<file path="config.mk">
export PLATFORM = sky130hd
export DESIGN_NAME = mem_cmd_scheduler
export DESIGN_NICKNAME = d
export VERILOG_FILES = /design/src/rtl/mem_cmd_pkg.sv /design/src/rtl/rr_arbiter.sv /design/src/rtl/mem_cmd_scheduler.sv
export SDC_FILE = /design/constraint.sdc
export NUM_CORES = 1
export LEC_CHECK = 0
export BUFFER_PORTS_ARGS = -buffer_cell sky130_fd_sc_hd__buf_2
export CELL_PAD_IN_SITES_DETAIL_PLACEMENT = 1
export CELL_PAD_IN_SITES_GLOBAL_PLACEMENT = 1
export CORE_AREA = 3 3 88 131
export DETAILED_ROUTE_END_ITERATION = 16
export DIE_AREA = 0 0 91 134
export HOLD_SLACK_MARGIN = 0.15
export PLACE_DENSITY_LB_ADDON = 0.1
export SETUP_SLACK_MARGIN = 0.15
export SYNTH_ARGS = -nofsm -noshare
export SYNTH_HDL_FRONTEND = slang
export SYNTH_SLANG_ARGS = --single-unit
</file>
<file path="constraint.sdc">
create_clock -name sys_clk -period 4.5 [get_ports sys_clk]
set_input_delay 0.9 -clock sys_clk [delete_from_list [all_inputs] [get_ports sys_clk]]
set_output_delay 0.9 -clock sys_clk [all_outputs]
set_load 0.1 [all_outputs]
</file>
<file path="src/rtl/mem_cmd_pkg.sv">
// mem_cmd_pkg: command codes, default hold-off timings and decode helpers shared by the scheduler
package mem_cmd_pkg;
  localparam int CMD_NOP = 0;
  localparam int CMD_ACT = 1;
  localparam int CMD_RD  = 2;
  localparam int CMD_WR  = 3;
  localparam int CMD_PRE = 4;
  localparam int CMD_REF = 5;
  localparam int T_ACT_DEF = 18;
  localparam int T_RD_DEF  = 6;
  localparam int T_WR_DEF  = 8;
  localparam int T_PRE_DEF = 12;
  localparam int T_REF_DEF = 40;
  typedef enum logic [1:0] {S_IDLE, S_ISSUE, S_WAIT} state_e;
  function automatic logic cmd_legal(input logic [31:0] code);
    return code >= 32'(CMD_ACT) && code <= 32'(CMD_REF);
  endfunction
  function automatic int cmd_holdoff(input logic [31:0] code, input int t_act = T_ACT_DEF,
                                     input int t_rd = T_RD_DEF, input int t_wr = T_WR_DEF,
                                     input int t_pre = T_PRE_DEF, input int t_ref = T_REF_DEF);
    return code == 32'(CMD_ACT) ? t_act :
           code == 32'(CMD_RD)  ? t_rd  :
           code == 32'(CMD_WR)  ? t_wr  :
           code == 32'(CMD_PRE) ? t_pre :
           code == 32'(CMD_REF) ? t_ref : 0;
  endfunction
endpackage

</file>
<file path="src/rtl/rr_arbiter.sv">
// rr_arbiter: round-robin winner search starting at a rotating pointer that advances past each accepted winner
module rr_arbiter #(
  parameter int NUM_REQ = 4
) (
  input  logic                       clk,
  input  logic                       rst,
  input  logic [NUM_REQ-1:0]         req,
  input  logic                       en,
  output logic [NUM_REQ-1:0]         grant,
  output logic [$clog2(NUM_REQ)-1:0] idx,
  output logic                       any
);
  localparam int IW = $clog2(NUM_REQ);
  logic [IW-1:0] ptr_q, ptr_d, j;
  always_comb begin
    grant = '0;
    idx = '0;
    any = 1'b0;
    j = '0;
    for (int k = 0; k < NUM_REQ; k++) begin
      j = IW'(int'(ptr_q) + k >= NUM_REQ ? int'(ptr_q) + k - NUM_REQ : int'(ptr_q) + k);
      if (!any && req[j]) begin
        any = 1'b1;
        grant[j] = 1'b1;
        idx = j;
      end
    end
    ptr_d = en ? (idx == IW'(NUM_REQ - 1) ? '0 : idx + IW'(1)) : ptr_q;
  end
  always_ff @(posedge clk or posedge rst)
    if (rst) ptr_q <= '0;
    else ptr_q <= ptr_d;
endmodule

</file>
<file path="src/rtl/mem_cmd_scheduler.sv">
// mem_cmd_scheduler: round-robin issue of one requester command at a time, then a per-command hold-off window
module mem_cmd_scheduler
  import mem_cmd_pkg::*;
#(
  parameter int NUM_REQ = 4,
  parameter int CMD_W   = 4,
  parameter int ADDR_W  = 24,
  parameter int TIMER_W = 8,
  parameter int T_ACT   = T_ACT_DEF,
  parameter int T_RD    = T_RD_DEF,
  parameter int T_WR    = T_WR_DEF,
  parameter int T_PRE   = T_PRE_DEF,
  parameter int T_REF   = T_REF_DEF
) (
  input  logic                       sys_clk,
  input  logic                       sys_rst,
  input  logic [NUM_REQ-1:0]         req_valid,
  input  logic [NUM_REQ*CMD_W-1:0]   req_cmd,
  input  logic [NUM_REQ*ADDR_W-1:0]  req_addr,
  output logic [NUM_REQ-1:0]         req_ready,
  output logic                       cmd_valid,
  output logic [CMD_W-1:0]           cmd_code,
  output logic [ADDR_W-1:0]          cmd_addr,
  output logic [$clog2(NUM_REQ)-1:0] cmd_src,
  output logic                       busy,
  output logic                       err_illegal
);
  localparam int IW = $clog2(NUM_REQ);
  localparam int TMAX = 2 ** TIMER_W - 1;
  if (T_ACT < 1 || T_ACT > TMAX || T_RD < 1 || T_RD > TMAX || T_WR < 1 || T_WR > TMAX ||
      T_PRE < 1 || T_PRE > TMAX || T_REF < 1 || T_REF > TMAX) begin : g_bad_timing
    $error("mem_cmd_scheduler: hold-off timing does not fit the timer");
  end
  state_e state_q, state_d;
  logic [TIMER_W-1:0] timer_q, timer_d;
  logic vld_q, vld_d, err_q, err_d;
  logic [CMD_W-1:0] code_q, code_d, win_cmd;
  logic [ADDR_W-1:0] addr_q, addr_d, win_addr;
  logic [IW-1:0] src_q, src_d, win_idx;
  logic [NUM_REQ-1:0] win_grant;
  logic win_any, idle, accept, legal;
  rr_arbiter #(.NUM_REQ(NUM_REQ)) u_arb (
    .clk   (sys_clk),
    .rst   (sys_rst),
    .req   (req_valid),
    .en    (accept),
    .grant (win_grant),
    .idx   (win_idx),
    .any   (win_any)
  );
  assign idle = state_q == S_IDLE;
  assign accept = idle && win_any;
  assign win_cmd = req_cmd[win_idx*CMD_W +: CMD_W];
  assign win_addr = req_addr[win_idx*ADDR_W +: ADDR_W];
  assign legal = cmd_legal(32'(win_cmd));
  // reset gating keeps the accept strobe quiet while reset is held
  assign req_ready = win_grant & {NUM_REQ{idle && !sys_rst}};
  assign cmd_valid = vld_q;
  assign cmd_code = code_q;
  assign cmd_addr = addr_q;
  assign cmd_src = src_q;
  assign busy = !idle;
  assign err_illegal = err_q;
  always_comb begin
    state_d = state_q;
    timer_d = timer_q;
    vld_d = 1'b0;
    err_d = 1'b0;
    code_d = code_q;
    addr_d = addr_q;
    src_d = src_q;
    if (accept) begin
      vld_d = legal;
      err_d = !legal;
      state_d = legal ? S_ISSUE : S_IDLE;
      code_d = legal ? win_cmd : code_q;
      addr_d = legal ? win_addr : addr_q;
      src_d = legal ? win_idx : src_q;
    end else if (state_q == S_ISSUE) begin
      timer_d = TIMER_W'(cmd_holdoff(32'(code_q), T_ACT, T_RD, T_WR, T_PRE, T_REF) - 1);
      state_d = S_WAIT;
    end else if (state_q == S_WAIT) begin
      timer_d = timer_q == '0 ? timer_q : timer_q - TIMER_W'(1);
      state_d = timer_q == '0 ? S_IDLE : S_WAIT;
    end
  end
  always_ff @(posedge sys_clk or posedge sys_rst)
    if (sys_rst) begin
      state_q <= S_IDLE;
      timer_q <= '0;
      vld_q <= 1'b0;
      err_q <= 1'b0;
      code_q <= '0;
      addr_q <= '0;
      src_q <= '0;
    end else begin
      state_q <= state_d;
      timer_q <= timer_d;
      vld_q <= vld_d;
      err_q <= err_d;
      code_q <= code_d;
      addr_q <= addr_d;
      src_q <= src_d;
    end
endmodule

</file>
# Word-level counts from Yosys, hierarchy flattened
# Index checks and enable logic that the tools add are counted.
# totals
out_inout_bits,37
input_bits,118
romBits,0
ramBits,0
register_bits,44
elab_cells,119
latchBits,0
mem_count,0
# classes
n_bitwise,5
magnitude_cmp,14
n_addsub,10
reduce_logical,22
n_eq_ne,9
div,0
multipliers,1
shift,2
muxes,48
# op_table
op,count
$shiftx A96 B8 Y24,1
$mux W6,5
$mux W2,13
$mux W8,3
$mux W4,4
$shiftx A16 B5 Y4,1
$mux W1,15
$lt A2 B3 Y1 const B,4
$or A4 B4 Y4,3
$logic_and A1 B1 Y1,10
$ge A3 B3 Y1 const B,3
$bmux W1 S2,4
$demux W1 S2,4
$eq A4 B2 Y1 const B,2
$eq A4 B3 Y1 const B,2
$ge A2 B1 Y1 const B,4
$logic_not A8 Y1,1
$sub A2 B1 Y2 const B,4
$sub A8 B1 Y8 const B,1
$sub A6 B1 Y7 const B,1
$add A2 B2 Y3 const B,2
$logic_not A1 Y1,6
$and A4 B4 Y4,1
$eq A2 B2 Y1 const B,2
15 further kinds,15

# Logic depth before layout (Yosys ltp)
# logic_depth
word_depth,19
ltp_mapped,16
depth_no_buf,11

# Hierarchy
# From an unflattened synthesis, not the netlist that was laid out.
# hier_totals
hier_cells,262
area_unflattened_um2,3342.0
# modules_own_cells
mod,seq_area_each_um2,n_inst,cells_each,area_each_um2
mem_cmd_scheduler,1051.0,1,202,2791.4
rr_arbiter,50.0,1,60,550.5

# Worst setup path before layout
# Ideal clock, no wire load.
# synth_timing
kind,flip-flop to output port
from,register u_arb.ptr_q[1]
to,output req_ready[0]
arrival_time_ns,3.516
required_time_ns,3.600
slack_ns,0.084
path_stages_with_launch,12
cell_sequence,dfrtp_1 > clkbuf_1 > inv_1 > ha_1 > buf_4 > mux4_2 > nor2b_1 > buf_2 > a22oi_1 > nor2_1 > a221oi_1 > nor2_1
# synth_via
elab_chain_len,15
# synth_lines
item,line_no,text
from (decl),rr_arbiter.sv:14,"logic [IW-1:0] ptr_q, ptr_d, j;"
from (signal assigned),rr_arbiter.sv:32,else ptr_q <= ptr_d;
"parallel branches: the longest is 13 deep, another holds $add A2 B1 Y3",-,
$mux W4 *,rr_arbiter.sv:22,if (!any && req[j]) begin
$and A4 B4 Y4 *,mem_cmd_scheduler.sv:57,assign req_ready = win_grant & {NUM_REQ{idle && !sys_rst}};
to (decl),mem_cmd_scheduler.sv:20,"output logic [NUM_REQ-1:0] req_ready,"
# Mark *: on every way between the ends. The select of a mux whose other input is x is not followed.

# Worst setup path in the final report
# layout_timing
from,register u_arb.ptr_q[1]
to,"register addr_q[22], in the netlist cmd_addr[22]"
# layout_via
elab_chain_len,18
# layout_lines
item,line_no,text
"parallel branches: the longest is 18 deep, another holds $add A2 B1 Y3",-,
to (signal assigned),mem_cmd_scheduler.sv:102,addr_q <= addr_d;
to (decl),mem_cmd_scheduler.sv:38,"logic [ADDR_W-1:0] addr_q, addr_d, win_addr;"
# Several ways; the timed one is not identified. The select of a mux whose other input is x is not followed.
# A chain may end at the register's enable or synchronous reset.

==> impl_metrics.tcl <==
set metrics [dict create \
    grt_pass1_vias 3698 \
    areaGrowthSynthToFinish_pct 30.4 \
    clockBufferDepth 2 \
    nNetsFinal 666 \
    synth-seq-cells 44 \
    vias 3563 \
    syn_inst 396 \
    critPathArrivalTime_ps 4300 \
    end_kind "flip-flop" \
    n_antenna_cell 0 \
    yosysWarnings 0 \
    slew_violations 0 \
    ios 155 \
    ys.flop_type "dfrtp_1" \
    std_cell_rows 46 \
    via_per_inst 5.23 \
    clk_latency_ps 290 \
    dr.pass1.iters 4 \
    antenna_found_initial 1 \
    finalSetupViolations 0 \
    cts_setup_buffers 0 \
    dieArea_um2 12200 \
    gr-total-overflow 0 \
    skew_ps 11.8 \
    netlist_area_um2 3630 \
    max-cap-violations 0 \
    path_max_fanout 32 \
    slew_headroom 0.295 \
    timing.final.crit_period_ps 4140 \
    die_h_um 134 \
    cp-start-kind "flip-flop" \
    finalHoldViolations 0 \
    cts_resized 0 \
    whs_path_depth 1 \
    avgSynthCellArea_um2 9.16 \
    rsz0062_at_grt "false" \
    worst_pin_slew_ps 1050 \
    antenna_left 0 \
    grt_pass1_wl_um 18200 \
    min_period_over_period 0.919 \
    timing.fmax_mhz 242 \
    tns_ps 0 \
    start_util 0.343 \
    htree_levels 2 \
    chipWidth_um 91 \
    core_area_um2 10600 \
    synth_common_cells "a21oi_1 (44), dfrtp_1 (44), nor2_1 (32), mux2i_1 (29), nand2_1 (28)" \
    required_ps 4670 \
    yosysUniqueCellTypes 55 \
    io_buffers 154 \
    wl_um 11300 \
    status "finished clean" \
    finalHoldWorstSlack_ps 493 \
    cts_hold_buf 0 \
    gp_congestion 0.832 \
    synth_area_leaders "dfrtp_1 (30%), mux2_4 (9.9%), mux2i_1 (8.0%), a21oi_1 (6.1%), a211oi_1 (5.2%)" \
    synth_edf_count 0 \
    ys_seq_area_frac 0.304 \
    drcViolationCount 0 \
    grt_max_degree 74 \
    synth_nets 526 \
    wl_per_cell_um 16.6 \
    final_layout_size_suffix_gt1_frac 0.404 \
    cts_buffers 5 \
    clock_sinks 44 \
    path_clk_slew_ps 60 \
    reg2reg_depth 9 \
    synth_top_area_frac 0.304 \
    drtIter0Drc 78 \
    hpwl_um 8820 \
    synth_top_area_cell "dfrtp_1" \
    grt_use_total 0.182 \
    clock_tree.root_cell "clkbuf_16" \
    hold_path_class "reg2reg" \
    worstSetupPathType "reg2reg" \
    synth-async-reset-ratio 1.00 \
    cts_tree "yes" \
    fin_cells 681 \
    dp_cells 673 \
]
layout by cell type, fill, tap and decap left out, drive strengths merged, types with 5 or more instances in the layout:
master	count
a21oi	44
dfrtp	44
nand2b	6
inv	16
mux2i	29
o21ai	15
nor2b	26
nand2	28
nor2	32
clkbuf	5
nor3	8
ha	12
mux2	29
buf	163
a211oi	25
sequential cells by signal, indices dropped and copies added (netlist names):
signal,flops
cmd_src,2
cmd_code,4
cmd_valid,1
timer_q,8
cmd_addr,24
err_illegal,1
u_arb.ptr_q,2
state_q,2
critical path, stage by stage (launching register included):
cell and delay [ps]:
dfrtp_1 350, inv_1 70, ha_1 450, mux4_2 670, nor3_2 370, o32a_2 330, mux2_2 390, and3_1 180
or4_4 820, mux2_4 390
layer usage:
layer	GRT usage	vias up	wire length, um
met1	0.204	1740	4430
met2	0.348	92	6180
met4	0.0411	2	163
met3	0.0365	12	510
li1	-	1717	-
met5	0	-	18
final timing paths:
path | startpoint | endpoint | slack, ps
max reg2reg | u_arb.ptr_q[1] | cmd_addr[22] | 360
max | u_arb.ptr_q[1] | cmd_addr[22] | 360
min | timer_q[6] | timer_q[6] | 490
min in group asynchronous | sys_rst | cmd_code[2] | 800
min reg2reg | timer_q[6] | timer_q[6] | 490
max in group asynchronous | sys_rst | cmd_code[0] | 3320
kinds of logic after synthesis:
kind of cell,Yosys count,synth area share
mux,62,0.220
buf+inv,45,0.0604
fa+ha+maj,12,0.0414
xor+xnor,3,0.00725
simple gates,114,0.157
compound gates,116,0.211
flops,44,0.304
per-stage QoR:
stage                     instance area [um^2]  setup WS, ps  utilization
after floorplan                           3640           453            -
after global placement                    4560           259        0.430
after detailed placement                  4560           162        0.430
after CTS                                 4730           346        0.446
after global routing                      4730           176        0.446
final                                     4730           363        0.446
layout make-up:
cell class | instances | area [um^2]
clock buffers | 5 | 125
clock inverters | 3 | 46.3
fillers | 1328 | 5860
inverters | 15 | 56.3
multi-input cells | 307 | 2320
flip-flops and latches | 44 | 1100
well taps | 144 | 180
repair buffers | 163 | 898
Power is not shown: default switching activity piles up to over one toggle a cycle in this logic, so the estimate is an artifact.
